===== src/rtl/tw_sched_pkg.sv =====
// ============================================================================
// Module      : tw_sched_pkg
// Description : Shared types and latency helpers for the SDF NTT sequencer.
// Revision    : 1.0  initial release
// ============================================================================
`default_nettype none

package tw_sched_pkg;

  localparam int TW_DEF_LOG2N = 3;
  localparam int STAGES       = TW_DEF_LOG2N;

  typedef enum logic [1:0] {
    ST_IDLE  = 2'd0,
    ST_RUN   = 2'd1,
    ST_DRAIN = 2'd2
  } tw_state_e;

  // Delay-line depth of stage k.
  function automatic int tw_d(input int log2n, input int k);
    return 1 << (log2n - 1 - k);
  endfunction

  // Advance count at which stage s sees the first sample of a job.
  function automatic int tw_lat(input int log2n, input int bf_lat, input int s);
    int acc;
    acc = 0;
    for (int k = 0; k < s; k++) begin
      acc += tw_d(log2n, k) + bf_lat;
    end
    return acc;
  endfunction

  function automatic int tw_lat_t(input int log2n, input int bf_lat);
    return tw_lat(log2n, bf_lat, log2n);
  endfunction

endpackage

`default_nettype wire


===== src/rtl/tw_stage_addr_gen.sv =====
// ============================================================================
// Module      : tw_stage_addr_gen
// Description : Per-stage active flag, butterfly mode and twiddle address.
// Revision    : 1.0  initial release
// ============================================================================
`default_nettype none

module tw_stage_addr_gen
  import tw_sched_pkg::*;
#(
  parameter int LOG2N  = STAGES,
  parameter int ADDR_W = 3,
  parameter int AW     = 20,
  parameter int LAT_S  = 0,
  parameter int STAGE  = 0
) (
  input  logic              clk,
  input  logic              rst,
  input  logic              en_i,
  input  logic [AW-1:0]     adv_i,
  input  logic [AW-1:0]     tot_i,
  output logic              act_o,
  output logic              bf_o,
  output logic [ADDR_W-1:0] addr_o
);

  localparam logic [AW-1:0]     C_LAT  = AW'(LAT_S);
  localparam logic [ADDR_W-1:0] C_BASE = ADDR_W'((1 << STAGE) - 1);
  localparam int                C_SH   = LOG2N - STAGE;

  logic [AW-1:0]     w_g;
  logic              w_act;
  logic [LOG2N-1:0]  w_j;
  logic [LOG2N-1:0]  w_hi;
  logic              w_bf;
  logic [ADDR_W-1:0] w_addr;

  logic              act_q;
  logic              bf_q;
  logic [ADDR_W-1:0] addr_q;

  // adv_i is the advance index this stage's fields will describe after the edge.
  assign w_g    = adv_i - C_LAT;
  assign w_act  = (adv_i >= C_LAT) && (w_g < tot_i);
  assign w_j    = w_g[LOG2N-1:0];
  assign w_hi   = w_j >> C_SH;
  assign w_bf   = w_j[LOG2N-1-STAGE];
  assign w_addr = C_BASE + ADDR_W'(w_hi);

  always_ff @(posedge clk) begin
    if (rst) begin
      act_q  <= 1'b0;
      bf_q   <= 1'b0;
      addr_q <= '0;
    end else if (en_i) begin
      act_q  <= w_act;
      bf_q   <= w_act & w_bf;
      addr_q <= w_act ? w_addr : '0;
    end
  end

  assign act_o  = act_q;
  assign bf_o   = bf_q;
  assign addr_o = addr_q;

endmodule

`default_nettype wire


===== src/rtl/tw_sched_ctrl.sv =====
// ============================================================================
// Module      : tw_sched_ctrl
// Description : Frame sequencer for the SDF NTT pipeline and twiddle ROMs.
// Revision    : 1.0  initial release
// ============================================================================
`default_nettype none

module tw_sched_ctrl
  import tw_sched_pkg::*;
#(
  parameter int LOG2N  = STAGES,
  parameter int BF_LAT = 1,
  parameter int FRM_W  = 16,
  parameter int ADDR_W = 3
) (
  input  logic                    clk,
  input  logic                    rst,
  input  logic                    start,
  input  logic [FRM_W-1:0]        cfg_frames,
  input  logic                    in_valid,
  output logic                    in_ready,
  output logic                    pipe_en,
  output logic [LOG2N*ADDR_W-1:0] stage_tw_addr,
  output logic [LOG2N-1:0]        stage_bf,
  output logic [LOG2N-1:0]        stage_act,
  output logic                    out_valid,
  output logic                    busy,
  output logic                    done
);

  localparam int            AW      = FRM_W + LOG2N + 1;
  localparam logic [AW-1:0] C_LAT_T = AW'(tw_lat_t(LOG2N, BF_LAT));
  localparam logic [AW-1:0] C_ONE   = AW'(1);

  tw_state_e     state_q;
  logic [AW-1:0] adv_q;
  logic [AW-1:0] adv_d;
  logic [AW-1:0] tot_q;
  logic          done_q;
  logic          busy_q;
  logic          in_ready_q;

  logic [AW-1:0] w_tot_cfg;
  logic [AW-1:0] w_tot_sel;
  logic          w_load;
  logic          w_pipe;
  logic          w_stage_en;

  assign w_tot_cfg  = {1'b0, cfg_frames, {LOG2N{1'b0}}};
  assign w_load     = (state_q == ST_IDLE) && start && (cfg_frames != '0);
  assign w_pipe     = ((state_q == ST_RUN) && in_valid) || (state_q == ST_DRAIN);
  assign adv_d      = w_load ? '0 : adv_q + C_ONE;
  assign w_tot_sel  = w_load ? w_tot_cfg : tot_q;
  assign w_stage_en = w_load | w_pipe;

  always_ff @(posedge clk) begin
    if (rst) begin
      state_q    <= ST_IDLE;
      adv_q      <= '0;
      tot_q      <= '0;
      done_q     <= 1'b0;
      busy_q     <= 1'b0;
      in_ready_q <= 1'b0;
    end else begin
      done_q <= 1'b0;
      case (state_q)
        ST_IDLE: begin
          if (start) begin
            if (cfg_frames != '0) begin
              state_q    <= ST_RUN;
              tot_q      <= w_tot_cfg;
              adv_q      <= '0;
              busy_q     <= 1'b1;
              in_ready_q <= 1'b1;
            end else begin
              done_q <= 1'b1;
            end
          end
        end
        ST_RUN: begin
          if (in_valid) begin
            adv_q <= adv_d;
            if (adv_q == tot_q - C_ONE) begin
              state_q    <= ST_DRAIN;
              in_ready_q <= 1'b0;
            end
          end
        end
        ST_DRAIN: begin
          adv_q <= adv_d;
          // Last drain advance: the final sample has just left the last stage.
          if (adv_q == tot_q + C_LAT_T - C_ONE) begin
            state_q <= ST_IDLE;
            busy_q  <= 1'b0;
            done_q  <= 1'b1;
          end
        end
        default: begin
          state_q    <= ST_IDLE;
          busy_q     <= 1'b0;
          in_ready_q <= 1'b0;
        end
      endcase
    end
  end

  for (genvar s = 0; s < LOG2N; s++) begin : g_stage
    tw_stage_addr_gen #(
      .LOG2N  (LOG2N),
      .ADDR_W (ADDR_W),
      .AW     (AW),
      .LAT_S  (tw_lat(LOG2N, BF_LAT, s)),
      .STAGE  (s)
    ) u_gen (
      .clk    (clk),
      .rst    (rst),
      .en_i   (w_stage_en),
      .adv_i  (adv_d),
      .tot_i  (w_tot_sel),
      .act_o  (stage_act[s]),
      .bf_o   (stage_bf[s]),
      .addr_o (stage_tw_addr[s*ADDR_W +: ADDR_W])
    );
  end

  assign in_ready  = in_ready_q;
  assign busy      = busy_q;
  assign done      = done_q;
  assign pipe_en   = w_pipe;
  assign out_valid = w_pipe && (adv_q >= C_LAT_T) && ((adv_q - C_LAT_T) < tot_q);

endmodule

`default_nettype wire

===== config.mk =====
export PLATFORM = sky130hd
export DESIGN_NAME = tw_sched_ctrl
export DESIGN_NICKNAME = d
export VERILOG_FILES = /design/src/rtl/tw_sched_pkg.sv /design/src/rtl/tw_stage_addr_gen.sv /design/src/rtl/tw_sched_ctrl.sv
export SDC_FILE = /design/constraint.sdc
export NUM_CORES = 1
export LEC_CHECK = 0
export CORE_MARGIN = 2
export CORE_UTILIZATION = 55
export DETAILED_ROUTE_END_ITERATION = 10
export PLACE_DENSITY = 0.8
export SYNTH_ARGS = -nofsm -noshare
export SYNTH_HDL_FRONTEND = slang
export SYNTH_SLANG_ARGS = --single-unit

===== constraint.sdc =====
create_clock -name clk -period 6.25 [get_ports clk]
set_clock_uncertainty 0.2 [all_clocks]
set_input_delay 0.9375 -clock clk [delete_from_list [all_inputs] [get_ports clk]]
set_output_delay 0.9375 -clock clk [all_outputs]
set_load 0.01 [all_outputs]

==> metrics.csv, run 1 <==
stage,metric,value,unit
timing,fin crit period,5.817,ns
power,Switching Fraction,47.93,%
power,Max VDD drop,0.0001554,V
synth,most frequent cell after synthesis,nor2_1,
synth,sequential area share after synthesis,17.00,%
worst_setup_path,CP cell instances,"o21a_1, or4_1, or4_1, o31ai_1, o21ai_0, ha_1, nand4_1, nor2_1, a2111oi_0, o22ai_1, nor4_1, clkdlybuf4s50_1",
status,run status,finished clean,
drt,Final ANT Viol Nets,0,
clocking,PostCTS Resize Cnt,0,
floorplanning,chip width,109.5,um
synth,Yosys reg bits,52,
final_layout,nets@finish,936,
clocking,CTS tree,yes,
worst_setup_path,"Arr. time, crit path",4.68,ns
synth,mapped cell area,6123,um2
drt,via count,6198,
synth,asr flop ratio synth,0,%
synth,dominant synthesized flop cell,dfxtp_1,
grt,total grt overflow,0,
synth,Syn Area/Cell,7.333,um2
clocking,# clock sinks,52,
timing,"Setup violations, final",0,
drt,drt total wl,18790,um
clocking,Post-CTS Setup Bufs,0,
synth,Synth area leaders,"dfxtp_1 17%, ha_1 16%, xnor2_1 6.6%",
clocking,Worst-Skew Late Latency,0.32,ns
worst_setup_path,Worst Setup Start Kind,register,
timing,Tcrit/Tclk final,93.07,%
clocking,H-tree levels,2,
drt,via density per instance,6.318,
grt,largest net degree at the start of global routing,47,
power,Total Power,1.516,mW
synth,synth warn,0,
synth,"top cells by count, synth","85 x nor2_1, 76 x ha_1, 67 x nand2_1, 60 x a21oi_1, 52 x dfxtp_1",
worst_setup_path,most frequent cell on the critical path,or4_1,
floorplanning,die footprint,11990,um2
final_layout,Ant. Diodes,0,
grt,GRT Overall Usage,32.01,%
synth,share of the synthesized area in the top cell type,17.00,%
timing,Max Slew Vio Count,0,
timing,worst slew pin tran,0.8217,ns
power,pwr dens,227.5,nW/um2
clocking,"CTS clk-pin slew, worst paths",0.10,ns
floorplanning,Site Rows,38,
power,Comb power frac,58.4,%
timing,"Hold Violations, Final",0,
synth,Cell variety after synth,72,
power,Clock power frac,14.0,%
clocking,clock root buffer master,clkbuf_8,
power,switching power,0.7264,mW
floorplanning,IO Pins,40,
hold_path,Hold WC Path Type,reg2reg,
place,GPL Wtd Cong,0.9579,
worst_setup_path,Crit. End Element,primary output,
drt,DRT Pass-1 Iters,5,
final_layout,"Area growth, synth to finish",8.786,%
synth,Post-synth EDFFs,0,
place,DPL Wire Length,14800,um
drt,DR WL/cell,19.15,um
worst_setup_path,CP required,5.11,ns
place,Buffers on Ports,35,
timing,fmax,171.9,MHz
worst_setup_path,critical path type,reg2out,
grt,number of global-route vias before repair,5942,
synth,leading area contributor after synthesis,dfxtp_1,
worst_setup_path,Worst Path Buf+Inv,1,
final_layout,final core occ,61.45,%
floorplanning,die span in y,109.5,um
power,Leak,2.558,nW
worst_setup_path,crit-path max cell delay,0.67,ns
power,Cell Int Power,0.7892,mW
power,sequential share of power,27.6,%
floorplanning,Core ar.,10840,um2
grt,antenna violations before repair,0,
run,MaxCap Viol Count,0,
place,DP Area,6568,um2
final_layout,layout cells sized above 1,6.064,%
clocking,Hold Buf Count CTS,0,
place,pre-CTS setup slack,0.5431,ns
clocking,Num CTS Buffers,5,
drt,Residual DRC,0,
floorplanning,Initial Utilization,56.49,%
synth,post-synthesis cell count,835,
clocking,Longest Clk Path Bufs,2,
timing,RSZ-0062 raised after global routing,false,
timing,post-route setup slack,0.4331,ns
timing,TNS Setup,0,ns
grt,first-pass GRT wire length,30010,um
worst_setup_path,CP max-delay cell,or4_1,
worst_setup_path,Critical Path Fanout Max,13,
final_layout,final instance area,6661,um2
drt,Initial DRC Count,516,
timing,Slew headroom,44.72,%
worst_setup_path,crit-path leading delay family,simple AND/OR/NAND/NOR gates,
[power groups by stage]
stage	combinational, mW	sequential [mW]	clock, mW
5_1_grt	0.968	0.425	0.226
4_1_cts	0.864	0.417	0.213
3_3_place_gp	0.838	0.423	0
2_1_floorplan	0.608	0.398	0
3_5_place_dp	0.859	0.425	0
6_report	0.885	0.419	0.212
[worst paths after layout]
path	startpoint	to	depth (start not counted)	slack (ns)
max	adv_q[3]$_SDFFE_PP0P_	out_valid	12	0.43
min reg2reg	g_stage[2].u_gen.act_o$_SDFFE_PP0P_	g_stage[2].u_gen.act_o$_SDFFE_PP0P_	2	0.25
min	g_stage[2].u_gen.act_o$_SDFFE_PP0P_	g_stage[2].u_gen.act_o$_SDFFE_PP0P_	2	0.25
max reg2reg	adv_q[0]$_SDFFE_PP0P_	g_stage[1].u_gen.addr_o[1]$_SDFFE_PP0P_	15	0.93
[layer usage]
| metal | part of all wire (%) | GRT usage [%] |
|---|---|---|
| met1 | 43 | 41.62 |
| met2 | 47 | 54.41 |
| met3 | 6.9 | 3.557 |
| met4 | 3.2 | 11.93 |
| met5 | 0 | 0 |
[metrics by stage]
step | hold slack (ns) | instances
after floorplan | 0.2228 | 838
after global placement | 0.2306 | 973
after detailed placement | 0.2387 | 973
after CTS | 0.2516 | 981
after global routing | 0.2774 | 981
final | 0.2512 | 981
[area by class of cell]
cell class,instances,area [um2]
clock inverters,1,7.507
repair buffers,60,538.0
fillers,984,4179
well taps,140,175.2
inverters,41,153.9
multi-input cells,680,4659
flip-flops and latches,52,1041
clock buffers,7,86.33
[cells in the final DEF (no fill, tap or decap), types with 3 or more instances in the layout]
cell / count
o31a_1: 3
nand2_1: 67
and3_1: 10
a2111oi_0: 3
o22ai_1: 5
o21ai_0: 33
or4_1: 8
nor4_1: 17
xor2_1: 31
nor3_1: 19
buf_4: 25
inv_1: 41
a211oi_1: 7
nor2_1: 85
a31oi_1: 12
and4_1: 8
mux2i_1: 8
o31ai_1: 6
dfxtp_1: 52
nand2b_1: 11
nor3b_1: 4
or3_1: 12
nor2b_1: 7
a21o_1: 15
conb_1: 4
and2_1: 3
or2_2: 4
a21oi_1: 60
nand3_1: 40
nand4_1: 15
ha_1: 76
a22oi_1: 7
o211ai_1: 4
o21a_1: 9
clkbuf_8: 6
clkdlybuf4s50_1: 35
xnor2_1: 46
[worst reg2reg max path, stage by stage, from the launching register on]
cell,delay [ns]
dfxtp_1,0.55
ha_1,0.43
nand2_2,0.19
o31a_1,0.35
nor4_4,0.40
a41oi_2,0.27
or3_1,0.55
or3_4,0.46
nor4_4,0.28
xor2_1,0.17
ha_1,0.26
a211o_1,0.30
a21oi_1,0.12
a31oi_1,0.11
nor4_2,0.40
a32o_1,0.23
[sequential cells by signal, summed over array words and instances, names as in the netlist]
name / cells
adv_q: 20
busy: 1
done: 1
g_stage.u_gen.act_o: 3
g_stage.u_gen.addr_o: 5
g_stage.u_gen.bf_o: 3
in_ready: 1
state_q: 2
tot_q: 16
[kinds of logic (layout without fill, tap and decap cells)]
family          after synthesis  count (layout)  share of synthesized area (%)
simple gates                323             323                          27.32
compound gates              192             192                          20.37
buf+inv                     106             109                          7.397
xor+xnor                     77              77                          11.01
fa+ha+maj                    76              76                          15.53
flops                        52              52                          17.00
mux                           8               8                          1.308
other cells                   1               4                        0.06124
(Power assumes the default switching activity.)
==> run 2: changes to the inputs <==
--- a/config.mk
+++ b/config.mk
@@ -6,9 +6,9 @@
 export NUM_CORES = 1
 export LEC_CHECK = 0
 export CORE_MARGIN = 2
-export CORE_UTILIZATION = 55
+export CORE_UTILIZATION = 45
 export DETAILED_ROUTE_END_ITERATION = 10
-export PLACE_DENSITY = 0.8
+export PLACE_DENSITY = 0.68
 export SYNTH_ARGS = -nofsm -noshare
 export SYNTH_HDL_FRONTEND = slang
 export SYNTH_SLANG_ARGS = --single-unit
==> run 2 against run 1 <==
Against the previous run: global-route usage fell by 6.4 points; register-to-register slack got worse by 0.18 ns; highest routed layer unchanged; critical path type unchanged; combinational power fell by 2%; critical path depth did not move; clock power rose by 51%; flip-flop and latch count did not move.
==> metrics.csv, run 2 (synthesis results as in run 1) <==
stage,metric,value,unit
drt,Residual DRC,0,
worst_setup_path,CP required,5.11,ns
worst_setup_path,CP max-delay cell,or4_1,
worst_setup_path,setup slack on the worst flop-to-flop path,0.75,ns
final_layout,largest reg by FF count,adv_q,
drt,Initial DRC Count,643,
hold_path,Hold Path Depth,2,
clocking,# clock sinks,52,
place,DP Area,6583,um2
drt,via density per instance,5.954,
timing,fin crit period,5.976,ns
clocking,PostCTS Resize Cnt,0,
hold_path,hold path endpoint,g_stage[2].u_gen.act_o$_SDFFE_PP0P_,
hold_path,Hold WC Path Type,reg2reg,
final_layout,final instance area,6750,um2
worst_setup_path,cells on worst reg2reg path,15,
clocking,CTS tree,yes,
worst_setup_path,Crit Reg-Reg Endpoint,g_stage[1].u_gen.addr_o[1]$_SDFFE_PP0P_,
final_layout,layout cells sized above 1,5.735,%
final_layout,Ant. Diodes,0,
worst_setup_path,critical path type,reg2out,
worst_setup_path,Crit. End Element,primary output,
grt,GRT Overall Usage,25.57,%
clocking,"CTS clk-pin slew, worst paths",0.07,ns
final_layout,"commonest non-fill, non-tap cells in the layout","85 x nor2_1, 76 x ha_1, 67 x nand2_1",
final_layout,multi-input logic area,4659,um2
final_layout,nets@finish,932,
place,DPL Wire Length,14300,um
worst_setup_path,most frequent cell on the critical path,or4_1,
grt,total grt overflow,0,
final_layout,max reg flops,20,
place,placed insts,1005,
timing,RSZ-0062 raised after global routing,false,
worst_setup_path,Critical Path Fanout Max,13,
place,GPL Wtd Cong,0.9191,
worst_setup_path,CP cell instances,"o21a_1, or4_1, or4_1, o31ai_1, o21ai_0, ha_1, nand4_1, nor2_1, a2111oi_0, o22ai_1, nor4_1, clkdlybuf4s50_1",
timing,worst slew pin tran,0.8153,ns
hold_path,hold_sp,g_stage[2].u_gen.act_o$_SDFFE_PP0P_,
worst_setup_path,Worst Path Buf+Inv,1,
worst_setup_path,Worst Setup Start Kind,register,
timing,fmax,167.3,MHz
drt,DR WL/cell,18.14,um
clocking,Hold Buf Count CTS,0,
worst_setup_path,"Arr. time, crit path",4.84,ns
clocking,clock root buffer master,clkbuf_16,
final_layout,Fill cells,1370,
worst_setup_path,crit-path leading delay family,simple AND/OR/NAND/NOR gates,
clocking,Post-CTS Setup Bufs,0,
final_layout,"commonest non-fill, non-tap cell in the layout",nor2_1,
floorplanning,Initial Utilization,46.24,%
floorplanning,chip width,120.7,um
drt,via count,6031,
clocking,H-tree levels,2,
timing,TNS Setup,0,ns
timing,Max Slew Vio Count,0,
timing,Tcrit/Tclk final,95.62,%
status,run status,finished clean,
timing,"Hold Violations, Final",0,
grt,number of global-route vias before repair,5705,
clocking,Worst-Skew Late Latency,0.30,ns
final_layout,"Area growth, synth to finish",10.24,%
clocking,Longest Clk Path Bufs,2,
worst_setup_path,Worst R2R Start,adv_q[0]$_SDFFE_PP0P_,
place,Buffers on Ports,35,
floorplanning,Core ar.,13240,um2
power,Leak,2.573,nW
drt,Final ANT Viol Nets,0,
final_layout,post-route insts no fill,1013,
drt,drt total wl,18380,um
clocking,Num CTS Buffers,5,
grt,first-pass GRT wire length,29580,um
timing,"Setup violations, final",0,
timing,Slew headroom,45.15,%
floorplanning,die span in y,120.7,um
run,MaxCap Viol Count,0,
floorplanning,Site Rows,42,
worst_setup_path,crit-path max cell delay,0.67,ns
grt,largest net degree at the start of global routing,47,
grt,antenna violations before repair,0,
floorplanning,IO Pins,40,
drt,DRT Pass-1 Iters,5,
final_layout,Register Area,1041,um2
power,pwr dens,238.1,nW/um2
power,Max VDD drop,0.0001357,V
floorplanning,die footprint,14560,um2
-- run 2: cell types whose count changed in the layout (fill, tap and decap cells not counted), sizes merged --
cell | previous run | this run
bufinv | 0 | 1
clkbuf | 7 | 5
clkinv | 0 | 1
buf | 25 | 21
-- run 2: worst max path at each step --
stage                                                    endpoint                   from  slack (ns)  cells after the start
after floorplan           g_stage[1].u_gen.addr_o[1]$_SDFFE_PP0P_          cfg_frames[8]        0.97                     21
final                                                   out_valid  adv_q[3]$_SDFFE_PP0P_        0.27                     12
after global placement    g_stage[1].u_gen.addr_o[1]$_SDFFE_PP0P_          cfg_frames[0]        0.45                     16
after global routing                                    out_valid  adv_q[3]$_SDFFE_PP0P_        0.04                     12
after CTS                                               out_valid  adv_q[3]$_SDFFE_PP0P_        0.35                     12
after detailed placement  g_stage[1].u_gen.addr_o[1]$_SDFFE_PP0P_          cfg_frames[0]        0.40                     16
-- run 2: cell type report --
cell class	count	share of cell area, %
Timing Repair Buffer	56	7.525
Inverter	41	2.280
Multi-Input combinational cell	680	69.03
Clock inverter	3	0.6302
Tap cell	176	3.262
Sequential cell	52	15.42
Clock buffer	5	1.854
-- run 2: where the power goes --
group          switching [mW]  internal (mW)
Clock                   0.132          0.189
Combinational           0.544          0.324
Sequential             0.0538          0.366
-- run 2: worst min-delay path, delay by kind of cell, from the launching register on --
kind	cells	cell delay, ns
DFF	1	0.31
and+or+nand+nor	2	0.10
-- run 2: through the flow --
| step | util [%] | setup WS (ns) | power [mW] | hold slack, ns |
|---|---|---|---|---|
| floorplan | - | 0.9661 | 1.006 | 0.2228 |
| global placement | 49.71 | 0.4533 | 1.270 | 0.2349 |
| detailed placement | 49.71 | 0.4049 | 1.277 | 0.2350 |
| CTS | 50.97 | 0.3469 | 1.599 | 0.2504 |
| global route | 50.97 | 0.04075 | 1.725 | 0.2687 |
| finish | 50.97 | 0.2740 | 1.608 | 0.2552 |
-- run 2: routing by layer --
| metal | GRT usage [%] | vias to the layer above | part of all wire, % |
|---|---|---|---|
| met4 | 7.122 | 0 | 2.3 |
| li1 | - | 2975 | - |
| met5 | 0 | - | 0 |
| met1 | 34.29 | 2830 | 45 |
| met3 | 3.113 | 31 | 5.8 |
| met2 | 43.15 | 195 | 47 |
==> run 3: changes to the inputs <==
--- a/config.mk
+++ b/config.mk
@@ -5,6 +5,7 @@
 export SDC_FILE = /design/constraint.sdc
 export NUM_CORES = 1
 export LEC_CHECK = 0
+export CAP_MARGIN = 30
 export CORE_MARGIN = 2
 export CORE_UTILIZATION = 45
 export DETAILED_ROUTE_END_ITERATION = 10
==> results of run 3 <==
The final DEF is identical to that of run 2; final timing and power are the same.
